`config.mk`:
```
export PLATFORM = sky130hd
export DESIGN_NAME = fetch_stage_flat
export DESIGN_NICKNAME = d
export VERILOG_FILES = /design/src/rtl/mips_defs.sv /design/src/rtl/fetch_stage_if.sv /design/src/rtl/npc_sel.sv /design/src/rtl/fetch_stage.sv /design/src/flat_wrapper.sv
export SDC_FILE = /design/constraint.sdc
export NUM_CORES = 1
export LEC_CHECK = 0
export CAP_MARGIN = 20
export CORE_UTILIZATION = 45
export DETAILED_ROUTE_END_ITERATION = 8
export PLACE_DENSITY = 0.84
export SKIP_LAST_GASP = 1
export SYNTH_ARGS = -nofsm -noshare
export SYNTH_HDL_FRONTEND = slang
export SYNTH_HIERARCHICAL = 1
export SYNTH_SLANG_ARGS = --single-unit
```
`constraint.sdc`:
```
create_clock -name clk -period 6 [get_ports clk]
set_input_delay 1.2 -clock clk [delete_from_list [all_inputs] [get_ports clk]]
set_output_delay 1.2 -clock clk [all_outputs]
set_load 0.03 [all_outputs]
```
`src/rtl/mips_defs.sv`:
```
// mips_defs: constants and types shared by the instruction-fetch stage.
//   RESET_PC / EXC_ENTRY : PC after reset / exception handler entry
//   IM_LO / IM_HI        : legal instruction-memory fetch window
//   EXC_NONE / EXC_ADEL  : IF/ID exception codes (none / fetch address error)
//   NOP                  : instruction word used for bubbles
package mips_defs;

  localparam logic [31:0] RESET_PC  = 32'h0000_3000;
  localparam logic [31:0] EXC_ENTRY = 32'h0000_4180;
  localparam logic [31:0] IM_LO     = 32'h0000_3000;
  localparam logic [31:0] IM_HI     = 32'h0000_6FFC;

  localparam logic [4:0]  EXC_NONE  = 5'd0;
  localparam logic [4:0]  EXC_ADEL  = 5'd4;

  localparam logic [31:0] NOP       = 32'h0000_0000;

  typedef struct packed {
    logic [31:0] instr;
    logic [31:0] pc;
    logic        bd;
    logic [4:0]  exccode;
  } ifid_t;

  localparam ifid_t IFID_BUBBLE = '{instr: NOP, pc: 32'h0, bd: 1'b0, exccode: EXC_NONE};

  // Fetch address error: misaligned or outside the instruction memory window.
  function automatic logic fetch_err(input logic [31:0] addr);
    return (addr[1:0] != 2'b00) || (addr < IM_LO) || (addr > IM_HI);
  endfunction

endpackage

```
`src/rtl/fetch_stage_if.sv`:
```
// fetch_stage_if: bundles the fetch-stage control inputs, the instruction
// memory port and the IF/ID register outputs.
//   master : the fetch stage (drives imem_addr and ifid_*)
//   slave  : the surrounding pipeline / memory (drives control and imem_rdata)
interface fetch_stage_if;

  logic        stall;
  logic        id_is_jump;
  logic        br_taken;
  logic [31:0] br_target;
  logic        eret;
  logic [31:0] epc;
  logic        exc_req;
  logic [31:0] imem_addr;
  logic [31:0] imem_rdata;
  logic [31:0] ifid_instr;
  logic [31:0] ifid_pc;
  logic [31:0] ifid_pc8;
  logic        ifid_bd;
  logic [4:0]  ifid_exccode;

  modport master (
    input  stall, id_is_jump, br_taken, br_target, eret, epc, exc_req, imem_rdata,
    output imem_addr, ifid_instr, ifid_pc, ifid_pc8, ifid_bd, ifid_exccode
  );

  modport slave (
    output stall, id_is_jump, br_taken, br_target, eret, epc, exc_req, imem_rdata,
    input  imem_addr, ifid_instr, ifid_pc, ifid_pc8, ifid_bd, ifid_exccode
  );

endinterface

```
`src/rtl/npc_sel.sv`:
```
// npc_sel: combinational next-PC selection and fetch-error detection.
//   i_pc                 : current PC
//   i_exc_req            : CP0 flush (highest priority)
//   i_stall              : hazard stall, PC holds
//   i_eret / i_epc       : return from exception
//   i_br_taken / i_br_target : taken branch/jump redirect
//   o_npc                : PC to load at the next edge
//   o_ferr               : current PC is not a legal fetch address
module npc_sel
  import mips_defs::*;
(
  input  logic [31:0] i_pc,
  input  logic        i_exc_req,
  input  logic        i_stall,
  input  logic        i_eret,
  input  logic [31:0] i_epc,
  input  logic        i_br_taken,
  input  logic [31:0] i_br_target,
  output logic [31:0] o_npc,
  output logic        o_ferr
);

  logic [31:0] w_pc_plus4;

  // Wraps modulo 2^32; a wrapped address is caught by o_ferr on the next fetch.
  assign w_pc_plus4 = i_pc + 32'd4;
  assign o_ferr     = fetch_err(i_pc);

  always_comb begin
    o_npc = w_pc_plus4;
    if (i_exc_req) begin
      o_npc = EXC_ENTRY;
    end else if (i_stall) begin
      o_npc = i_pc;
    end else if (i_eret) begin
      o_npc = i_epc;
    end else if (i_br_taken) begin
      o_npc = i_br_target;
    end
  end

endmodule

```
`src/rtl/fetch_stage.sv`:
```
// fetch_stage: MIPS instruction-fetch stage. Holds the PC, drives the
// combinational instruction-memory address and the IF/ID pipeline register.
//   clk   : clock, rising edge
//   reset : asynchronous active-high reset
//   bus   : fetch_stage_if.master (control inputs, imem port, IF/ID outputs)
module fetch_stage
  import mips_defs::*;
(
  input  logic          clk,
  input  logic          reset,
  fetch_stage_if.master bus
);

  logic [31:0] r_pc;
  ifid_t       r_ifid;
  logic [31:0] w_npc;
  logic        w_ferr;

  npc_sel u_npc_sel (
    .i_pc        (r_pc),
    .i_exc_req   (bus.exc_req),
    .i_stall     (bus.stall),
    .i_eret      (bus.eret),
    .i_epc       (bus.epc),
    .i_br_taken  (bus.br_taken),
    .i_br_target (bus.br_target),
    .o_npc       (w_npc),
    .o_ferr      (w_ferr)
  );

  always_ff @(posedge clk or posedge reset) begin
    if (reset) begin
      r_pc   <= RESET_PC;
      r_ifid <= IFID_BUBBLE;
    end else begin
      r_pc <= w_npc;
      if (bus.exc_req) begin
        r_ifid <= IFID_BUBBLE;
      end else if (!bus.stall) begin
        // eret has no delay slot, so whatever was fetched behind it is squashed.
        if (bus.eret) begin
          r_ifid <= IFID_BUBBLE;
        end else begin
          r_ifid.instr   <= w_ferr ? NOP : bus.imem_rdata;
          r_ifid.pc      <= r_pc;
          r_ifid.bd      <= bus.id_is_jump;
          r_ifid.exccode <= w_ferr ? EXC_ADEL : EXC_NONE;
        end
      end
    end
  end

  assign bus.imem_addr    = r_pc;
  assign bus.ifid_instr   = r_ifid.instr;
  assign bus.ifid_pc      = r_ifid.pc;
  assign bus.ifid_bd      = r_ifid.bd;
  assign bus.ifid_exccode = r_ifid.exccode;
  assign bus.ifid_pc8     = r_ifid.pc + 32'd8;

endmodule
```
`src/flat_wrapper.sv`:
```
// flat-port wrapper written by rule: the top's interface ports become plain ports
module fetch_stage_flat import mips_defs::*;
  (clk, reset, bus_stall, bus_id_is_jump, bus_br_taken, bus_br_target, bus_eret, bus_epc, bus_exc_req, bus_imem_rdata, bus_imem_addr, bus_ifid_instr, bus_ifid_pc, bus_ifid_pc8, bus_ifid_bd, bus_ifid_exccode);
  fetch_stage_if bus_i ();
  input  logic clk;
  input  logic reset;
  input wire logic [$bits(bus_i.stall)-1:0] bus_stall;
  input wire logic [$bits(bus_i.id_is_jump)-1:0] bus_id_is_jump;
  input wire logic [$bits(bus_i.br_taken)-1:0] bus_br_taken;
  input wire logic [$bits(bus_i.br_target)-1:0] bus_br_target;
  input wire logic [$bits(bus_i.eret)-1:0] bus_eret;
  input wire logic [$bits(bus_i.epc)-1:0] bus_epc;
  input wire logic [$bits(bus_i.exc_req)-1:0] bus_exc_req;
  input wire logic [$bits(bus_i.imem_rdata)-1:0] bus_imem_rdata;
  output wire logic [$bits(bus_i.imem_addr)-1:0] bus_imem_addr;
  output wire logic [$bits(bus_i.ifid_instr)-1:0] bus_ifid_instr;
  output wire logic [$bits(bus_i.ifid_pc)-1:0] bus_ifid_pc;
  output wire logic [$bits(bus_i.ifid_pc8)-1:0] bus_ifid_pc8;
  output wire logic [$bits(bus_i.ifid_bd)-1:0] bus_ifid_bd;
  output wire logic [$bits(bus_i.ifid_exccode)-1:0] bus_ifid_exccode;
  assign bus_i.stall = bus_stall;
  assign bus_i.id_is_jump = bus_id_is_jump;
  assign bus_i.br_taken = bus_br_taken;
  assign bus_i.br_target = bus_br_target;
  assign bus_i.eret = bus_eret;
  assign bus_i.epc = bus_epc;
  assign bus_i.exc_req = bus_exc_req;
  assign bus_i.imem_rdata = bus_imem_rdata;
  assign bus_imem_addr = bus_i.imem_addr;
  assign bus_ifid_instr = bus_i.ifid_instr;
  assign bus_ifid_pc = bus_i.ifid_pc;
  assign bus_ifid_pc8 = bus_i.ifid_pc8;
  assign bus_ifid_bd = bus_i.ifid_bd;
  assign bus_ifid_exccode = bus_i.ifid_exccode;
  fetch_stage u_core (.clk(clk), .reset(reset), .bus(bus_i));
endmodule
```
**Word level (Yosys, flattened, before mapping)**

Cells that the tools add are included.

- Logic and storage cells: 22
- Flip-flop bits (word level): 102
- Output and inout bits: 134

- Mux-type cells: 9
- Magnitude comparators: 2
- Eq/ne operators: 1
- Add/sub/neg operators: 2
- Reduce and logical (&&, ||, !) cells: 3

Operators with widths:

| kind | count |
|---|---|
| two-way mux 70 bit | 3 |
| two-way mux 32 bit | 5 |
| adder 32 x 3 -> 32 bit, second input constant | 1 |
| adder 32 x 4 -> 32 bit, second input constant | 1 |
| > comparator 32 x 15 -> 1 bit, second input constant | 1 |
| less-than comparator 32 x 14 -> 1 bit, second input constant | 1 |
| two-way mux 3 bit | 1 |
| logical OR 1 bit | 2 |
| inequality test 2 x 1 -> 1 bit, second input constant | 1 |
| nonzero test 2 bit | 1 |

**Logic depth before layout (Yosys ltp)**

Gate-level depths: netlist of run 1.

- Depth in word-level cells: 7
- Depth in mapped cells: 7
- Mapped depth without buffers: 6

**By module**

Netlist of run 1, hierarchy kept.

Modules (own cells, without submodules):

| module | seq. area each (µm²) | times used | cells an instance | area an instance (µm²) |
|---|---|---|---|---|
| fetch_stage | 2,454.9 | 1 | 278 | 3,797.4 |
| npc_sel | 0.0 | 1 | 299 | 1,841.8 |

**Least setup slack after synthesis of run 1**

Ideal clock, no wire load.

- Path kind: reg-to-output
- Start point: reg u_core.r_ifid (netlist bit u_core/bus.ifid_pc[16])
- End point: out bus_ifid_pc8[24]
- Required time: 4,800 ps
- Path slack: 2,865 ps
- Stages on the path, launching flop included: 6
- Arrival: 1,935 ps
- Cells stage by stage: dfrtp_1 nand4_2 or2_0 buf_6 nor4_4 xor2_1

- Cells in the longest elaborated chain, start to end: 1

Ends and longest elaborated chain:

| element | line | source |
|---|---|---|
| from (decl) | fetch_stage.sv:15 | `ifid_t r_ifid;` |
| adder 32 x 4 -> 32 bit | fetch_stage.sv:58 | `assign bus.ifid_pc8 = r_ifid.pc + 32'd8;` |
| to (decl) | flat_wrapper.sv:18 | `output wire logic [$bits(bus_i.ifid_pc8)-1:0] bus_ifid_pc8;` |

No other way between the ends.

**Worst setup path after layout of run 1**

Same ends and word-level chain as after synthesis.

==> impl_metrics.py, run 1 <==
metrics = {
    "outcome": {
        "status": "finished clean",
    },
    "job": {
        "max_cap_viol_count": 0,
    },
    "pwr": {
        "switching_power_mw": 0.483,
        "vdd_ir_drop_max_uv": 116,
        "power.leakage_nw": 3.42,
        "combinationalPowerShare_pct": 19.1,
        "report.power.total_mw": 1.68,
        "p_sw_share_pct": 28.7,
        "cellPowerDensity_nw_per_um2": 202,
        "internal_power_mw": 1.20,
        "seq_power_share_pct": 43.6,
        "clock_power_share_pct": 37.3,
    },
    "route": {
        "num_vias": 5796,
        "antenna_left": 0,
        "wl_um": 19700,
        "drc": 0,
        "wl_per_cell_um": 20.6,
        "drt-initial-drc-count": 552,
        "drt_first_pass_iters": 5,
        "viasPerCell": 6.06,
    },
    "floorplanning": {
        "row_count": 40,
        "dieArea_um2": 13000,
        "die_h_um": 114,
        "pin_count": 237,
        "die_w_um": 114,
        "start_util_pct": 46.6,
        "coreArea_um2": 12100,
    },
    "timing": {
        "period_needed_ns": 3.96,
        "tightest_slew_ns": 1.04,
        "relSlewSlack_pct": 30.3,
        "worst_clock_skew_ns": 0.0144,
        "fin_crit_sh_pct": 66.0,
        "fmax_ghz": 0.252,
        "finalHoldViolations": 0,
        "rsz0062_at_grt": "no",
        "setup_ws_ns": 2.04,
        "hold_ws_ns": 0.507,
        "setup_viol": 0,
        "fin_tns_setup_ns": 0,
        "final_max_slew_viol_count": 0,
    },
    "yosys": {
        "synthTopCellsByArea": "dfrtp_1 (43%), a22o_1 (10%), xnor2_1 (3.1%)",
        "synthFlopType": "dfrtp_1",
        "synth.top_cell.area_share_pct": 42.6,
        "synth_seq_area_share_pct": 43.5,
        "synth-edff-count": 0,
        "yosysTopAreaCell": "dfrtp_1",
        "ys_types": 69,
        "syn-cell-area_um2": 5640,
        "synthArstFlopShare_pct": 100,
        "yosys_warnings": 6,
        "synth.avg_cell_area_um2": 9.77,
        "synth_cells": 577,
        "ys_seq_elements": 98,
    },
    "placement": {
        "gp_congestion": 0.919,
        "placed_area_um2": 8030,
        "pre_cts_ws_ns": 2.40,
        "numPortBuffers": 232,
        "dp_hpwl_um": 14500,
    },
    "setup_path": {
        "crit_fanout": 8,
        "criticalPathCategory": "reg -> out",
        "critPathRequiredTime_ns": 4.80,
        "start_kind": "flip-flop",
        "crit_arrival_ns": 2.76,
        "critical_path.endpoint_type": "output port",
    },
    "clock_network": {
        "postCtsSetupBuffers": 0,
        "clock_latency_ns": 0.35,
        "cts.sinks": 98,
        "ctsHoldBuffers": 0,
        "clkSlewWorstSetupHoldPaths_ns": 0.06,
        "clockRootBuffer": "clkbuf_16",
        "ctsResizeCount": 0,
        "clock_path_buffers": 2,
        "numCtsBuffers": 9,
        "cts-htree-levels": 3,
        "cts_tree": "done",
    },
    "grt": {
        "antenna_found_initial": 0,
        "grt_max_degree": 59,
        "gr-total-overflow": 0,
        "grt_pass1_vias": 5597,
        "grt_pass1_wl_um": 30500,
        "grt_use_total_pct": 30.3,
    },
    "layout": {
        "nNetsFinal": 888,
        "area_growth_pct": 48.1,
        "finish.instance_area_um2": 8350,
        "fillCellCount": 993,
        "drive_gt1_share_pct": 7.36,
        "num_antenna_cells": 0,
        "multiInputGateArea_um2": 2900,
        "regArea_um2": 2450,
    },
    "worst_hold_path": {
        "hold_path_class": "reg -> reg",
    },
}
==> synth_stat cells (3+ instances only) <==
library cell / instances
buf_1: 3
and2_1: 3
a221oi_1: 6
nand4_2: 3
and3_1: 8
nand3_1: 22
inv_1: 16
a221o_1: 3
a22o_1: 66
nand4_1: 15
o22ai_1: 11
or3_1: 4
nor4_1: 8
nor4_4: 5
and4_1: 6
o211ai_1: 5
xor2_1: 12
nor3_1: 14
a211oi_1: 4
a31oi_1: 7
nor2_1: 29
nor4_2: 5
nand2_1: 41
o21ai_0: 25
mux2i_1: 4
a22oi_1: 9
buf_4: 9
a21oi_1: 29
clkbuf_1: 24
xnor2_1: 20
a2bb2oi_1: 3
dfrtp_1: 96
buf_2: 12
==> kinds of logic (layout without fill, tap and decap cells) <==
group           Yosys count  after routing  share of synthesized area [%]
simple gates            182            182                           19.8
fa+ha+maj                 2              2                          0.444
xor+xnor                 32             32                           4.97
compound gates          190            190                           24.8
flops                    98             98                           43.5
buf+inv                  68            276                           5.66
mux                       4              4                          0.710
other cells               1              4                         0.0665
==> registers in the layout, summed over array words and instances, names as in the netlist <==
register and flops:
u_core/bus.ifid_bd 1, u_core/bus.ifid_exccode 1, u_core/bus.ifid_instr 32, u_core/bus.ifid_pc 32
u_core/bus.imem_addr 32
==> power by group through the flow <==
stage	sequential (mW)	clock, mW	combinational [mW]
2_1_floorplan	0.767	0	0.127
3_3_place_gp	0.744	0	0.315
3_5_place_dp	0.745	0	0.319
4_1_cts	0.732	0.636	0.320
5_1_grt	0.737	0.664	0.340
6_report	0.734	0.628	0.322
==> path summary, 6_finish.rpt <==
path | startpoint | slack, ns | cells after the start | end
max reg2reg | u_core/bus.imem_addr[18]$_DFF_PP0_ | 3.66 | 7 | u_core/bus.ifid_instr[9]$_DFFE_PP0P_
max in group asynchronous | reset | 3.61 | 3 | u_core/bus.imem_addr[29]$_DFF_PP0_
min | u_core/bus.ifid_instr[30]$_DFFE_PP0P_ | 0.51 | 1 | u_core/bus.ifid_instr[30]$_DFFE_PP0P_
min in group asynchronous | reset | 1.26 | 2 | u_core/bus.ifid_instr[2]$_DFFE_PP0P_
min reg2reg | u_core/bus.ifid_instr[30]$_DFFE_PP0P_ | 0.51 | 1 | u_core/bus.ifid_instr[30]$_DFFE_PP0P_
max | u_core/bus.ifid_pc[16]$_DFFE_PP0P_ | 2.04 | 5 | bus_ifid_pc8[24]
==> placed cells by master, fill, tap and decap left out, types with 10 or more instances in the layout <==
master,Yosys,final
a22o_1,66,66
nor2_1,29,29
a21oi_1,29,29
clkdlybuf4s50_1,0,232
o21ai_0,25,25
nor3_1,14,13
buf_4,9,10
nand4_1,15,15
xnor2_1,20,20
inv_1,16,15
o22ai_1,11,11
dfrtp_1,96,96
nand2_1,41,41
nand3_1,22,22
xor2_1,12,12
==> routing by layer <==
metal / up-vias / global-route usage (%) / part of all wire (%)
met3: 30 / 5.53 / 9.6
met2: 409 / 51.4 / 49
li1: 2599 / - / -
met1: 2758 / 39.2 / 40
met4: 0 / 9.44 / 1.5
met5: - / 0 / 0
==> metrics by stage <==
| step | std cells | utilization [%] |
|---|---|---|
| after floorplan | 580 | - |
| after global placement | 940 | 66.3 |
| after detailed placement | 940 | 66.3 |
| after CTS | 956 | 69.0 |
| after global routing | 956 | 69.0 |
| final | 956 | 69.0 |
==> worst max-delay path, cell delays in order, from the launching register on <==
cell and delay, ns:
dfrtp_1 0.49, nand4_2 0.18, or2_0 0.47, nor4_4 0.39, xor2_1 0.18, clkdlybuf4s50_1 0.71
==> cell type report <==
| cell class | instances | share of cell area [%] |
|---|---|---|
| tap | 168 | 2.52 |
| clock buffer | 9 | 2.70 |
| clock inverter | 7 | 1.21 |
| inverter | 18 | 0.839 |
| timing repair buffer | 242 | 28.7 |
| multi-input combinational | 414 | 34.7 |
| sequential | 98 | 29.4 |
(Power assumes the default switching activity.)
==> inputs of run 2 (changes only) <==
- CORE_UTILIZATION: 45 -> 39
- PLACE_DENSITY: 0.84 -> 0.77
- clock period: 6 -> 3.5 ns (I/O delays scaled with it)
==> run 2 against run 1 <==
Against the previous run: flip-flop and latch count unchanged; final area is 0.24% higher; clock skew is 0.0073 ns lower; core utilization fell by 9.1 points; largest cell class unchanged.
==> impl_metrics.py, run 2 (same netlist as run 1, synthesis figures left out) <==
metrics = {
    "setup_path": {
        "cp_top_family": "simple AND/OR/NAND/NOR gates",
        "crit_chain": "ha_1 -> and3_1 -> nand4_2 -> nor3_1 -> xnor2_1 -> clkdlybuf4s50_1",
        "crit_fanout": 7,
        "cp_slowest_stage_delay_ns": 0.68,
        "critPathRequiredTime_ns": 2.80,
        "rrSetupSlack_ns": 1.14,
        "critPathBufInv": 1,
        "slowest_stage": "clkdlybuf4s50_1",
        "criticalPathCategory": "reg -> out",
        "critical_path.endpoint_type": "output port",
        "crit_arrival_ns": 2.64,
        "start_kind": "flip-flop",
    },
    "floorplanning": {
        "die_h_um": 122,
        "start_util_pct": 40.3,
        "pin_count": 237,
        "row_count": 43,
        "die_w_um": 122,
        "coreArea_um2": 14000,
        "dieArea_um2": 14900,
    },
    "clock_network": {
        "numCtsBuffers": 9,
        "cts-htree-levels": 3,
        "cts.sinks": 98,
        "clockRootBuffer": "clkbuf_16",
        "cts_tree": "done",
        "ctsHoldBuffers": 0,
        "clock_latency_ns": 0.36,
        "clkSlewWorstSetupHoldPaths_ns": 0.07,
        "clock_path_buffers": 2,
    },
    "grt": {
        "gr-total-overflow": 0,
        "grt_pass1_wl_um": 29900,
        "antenna_found_initial": 0,
        "grt_max_degree": 67,
        "grt_use_total_pct": 25.9,
        "grt_pass1_vias": 5570,
    },
    "route": {
        "wl_um": 19700,
        "num_vias": 5834,
        "viasPerCell": 6.02,
        "drt_first_pass_iters": 5,
        "drt-initial-drc-count": 499,
        "drc": 0,
        "antenna_left": 0,
        "wl_per_cell_um": 20.3,
    },
    "timing": {
        "tightest_slew_ns": 0.708,
        "fin_tns_setup_ns": 0,
        "fin_crit_sh_pct": 95.6,
        "period_needed_ns": 3.34,
        "final_max_slew_viol_count": 0,
        "setup_viol": 0,
        "worst_clock_skew_ns": 0.00705,
        "fmax_ghz": 0.299,
        "hold_ws_ns": 0.506,
        "relSlewSlack_pct": 52.8,
        "finalHoldViolations": 0,
        "rsz0062_at_grt": "no",
    },
    "pwr": {
        "vdd_ir_drop_max_uv": 278,
        "cellPowerDensity_nw_per_um2": 339,
        "power.leakage_nw": 3.47,
        "clock_power_share_pct": 36.4,
        "p_sw_share_pct": 29.8,
        "combinationalPowerShare_pct": 19.4,
        "switching_power_mw": 0.848,
        "internal_power_mw": 1.99,
        "seq_power_share_pct": 44.2,
    },
    "placement": {
        "post-place-cells": 953,
        "gp_congestion": 0.930,
        "numPortBuffers": 232,
        "dp_hpwl_um": 14300,
    },
    "job": {
        "max_cap_viol_count": 0,
    },
    "outcome": {
        "status": "finished clean",
    },
    "layout": {
        "drive_gt1_share_pct": 7.35,
        "final_core_util_pct": 59.9,
        "fillCellCount": 1170,
        "area_growth_pct": 48.5,
        "nNetsFinal": 889,
        "layout_commonest_cell": "clkdlybuf4s50_1",
        "fin_cells": 969,
        "num_antenna_cells": 0,
        "final_cell_mix": "clkdlybuf4s50_1 (229), dfrtp_1 (96), a22o_1 (66)",
    },
    "worst_hold_path": {
        "hold_path_class": "reg -> reg",
    },
}
==> run 2: worst reg2reg max path, stage by stage (launching register included) <==
cell	delay, ns
dfrtp_1	0.54
nor4_1	0.44
nand2_1	0.09
nor4_1	0.18
nand4_1	0.18
nor4_2	0.27
buf_4	0.37
a22o_1	0.22
==> run 2: final cells by class <==
cell class	instances	area [um2]	area share, %
timing repair buffer	243	2420	29.0
tap	180	225	2.69
clock buffer	10	229	2.73
multi-input combinational	414	2900	34.6
sequential	98	2450	29.3
inverter	18	70.1	0.837
clock inverter	6	75.1	0.896
==> run 2: path summary, 6_finish.rpt <==
| check | start | to | cells after the start |
|---|---|---|---|
| max | u_core/bus.ifid_pc[3]$_DFFE_PP0P_ | bus_ifid_pc8[25] | 6 |
| min | u_core/bus.ifid_instr[17]$_DFFE_PP0P_ | u_core/bus.ifid_instr[17]$_DFFE_PP0P_ | 1 |
| max reg2reg | u_core/bus.imem_addr[18]$_DFF_PP0_ | u_core/bus.ifid_instr[23]$_DFFE_PP0P_ | 7 |
| min reg2reg | u_core/bus.ifid_instr[17]$_DFFE_PP0P_ | u_core/bus.ifid_instr[17]$_DFFE_PP0P_ | 1 |
| max in group asynchronous | reset | u_core/bus.ifid_pc[7]$_DFFE_PP0P_ | 3 |
| min in group asynchronous | reset | u_core/bus.ifid_instr[7]$_DFFE_PP0P_ | 2 |
==> run 2: power groups by stage <==
stage          registers (mW)  logic [mW]  clock network [mW]
2_1_floorplan            1.32       0.218                   0
3_3_place_gp             1.27       0.537                   0
3_5_place_dp             1.28       0.546                   0
4_1_cts                  1.25       0.549                1.04
5_1_grt                  1.26       0.583                1.08
6_report                 1.26       0.551                1.03
==> run 2: metal layers <==
metal / track usage [%] / part of all wire, %
met1: 34.3 / 41
met2: 41.6 / 48
met3: 4.83 / 7.3
met4: 10.4 / 3.2
met5: 0 / 0
==> run 2: what timing repair did <==
item,4_1_cts,5_1_grt
hold endpoints to repair,0,0
resized for setup,0,4
setup endpoints to repair,0,7
setup buffers,0,0
==> run 2: through the flow <==
stage	total power [mW]	instance area, um2	worst slack, ns
after floorplan	1.53	5650	0.241
after global placement	1.81	8060	0.550
after detailed placement	1.82	8060	0.456
after CTS	2.85	8370	0.0677
after global routing	2.93	8370	0.0307
final	2.84	8370	0.156
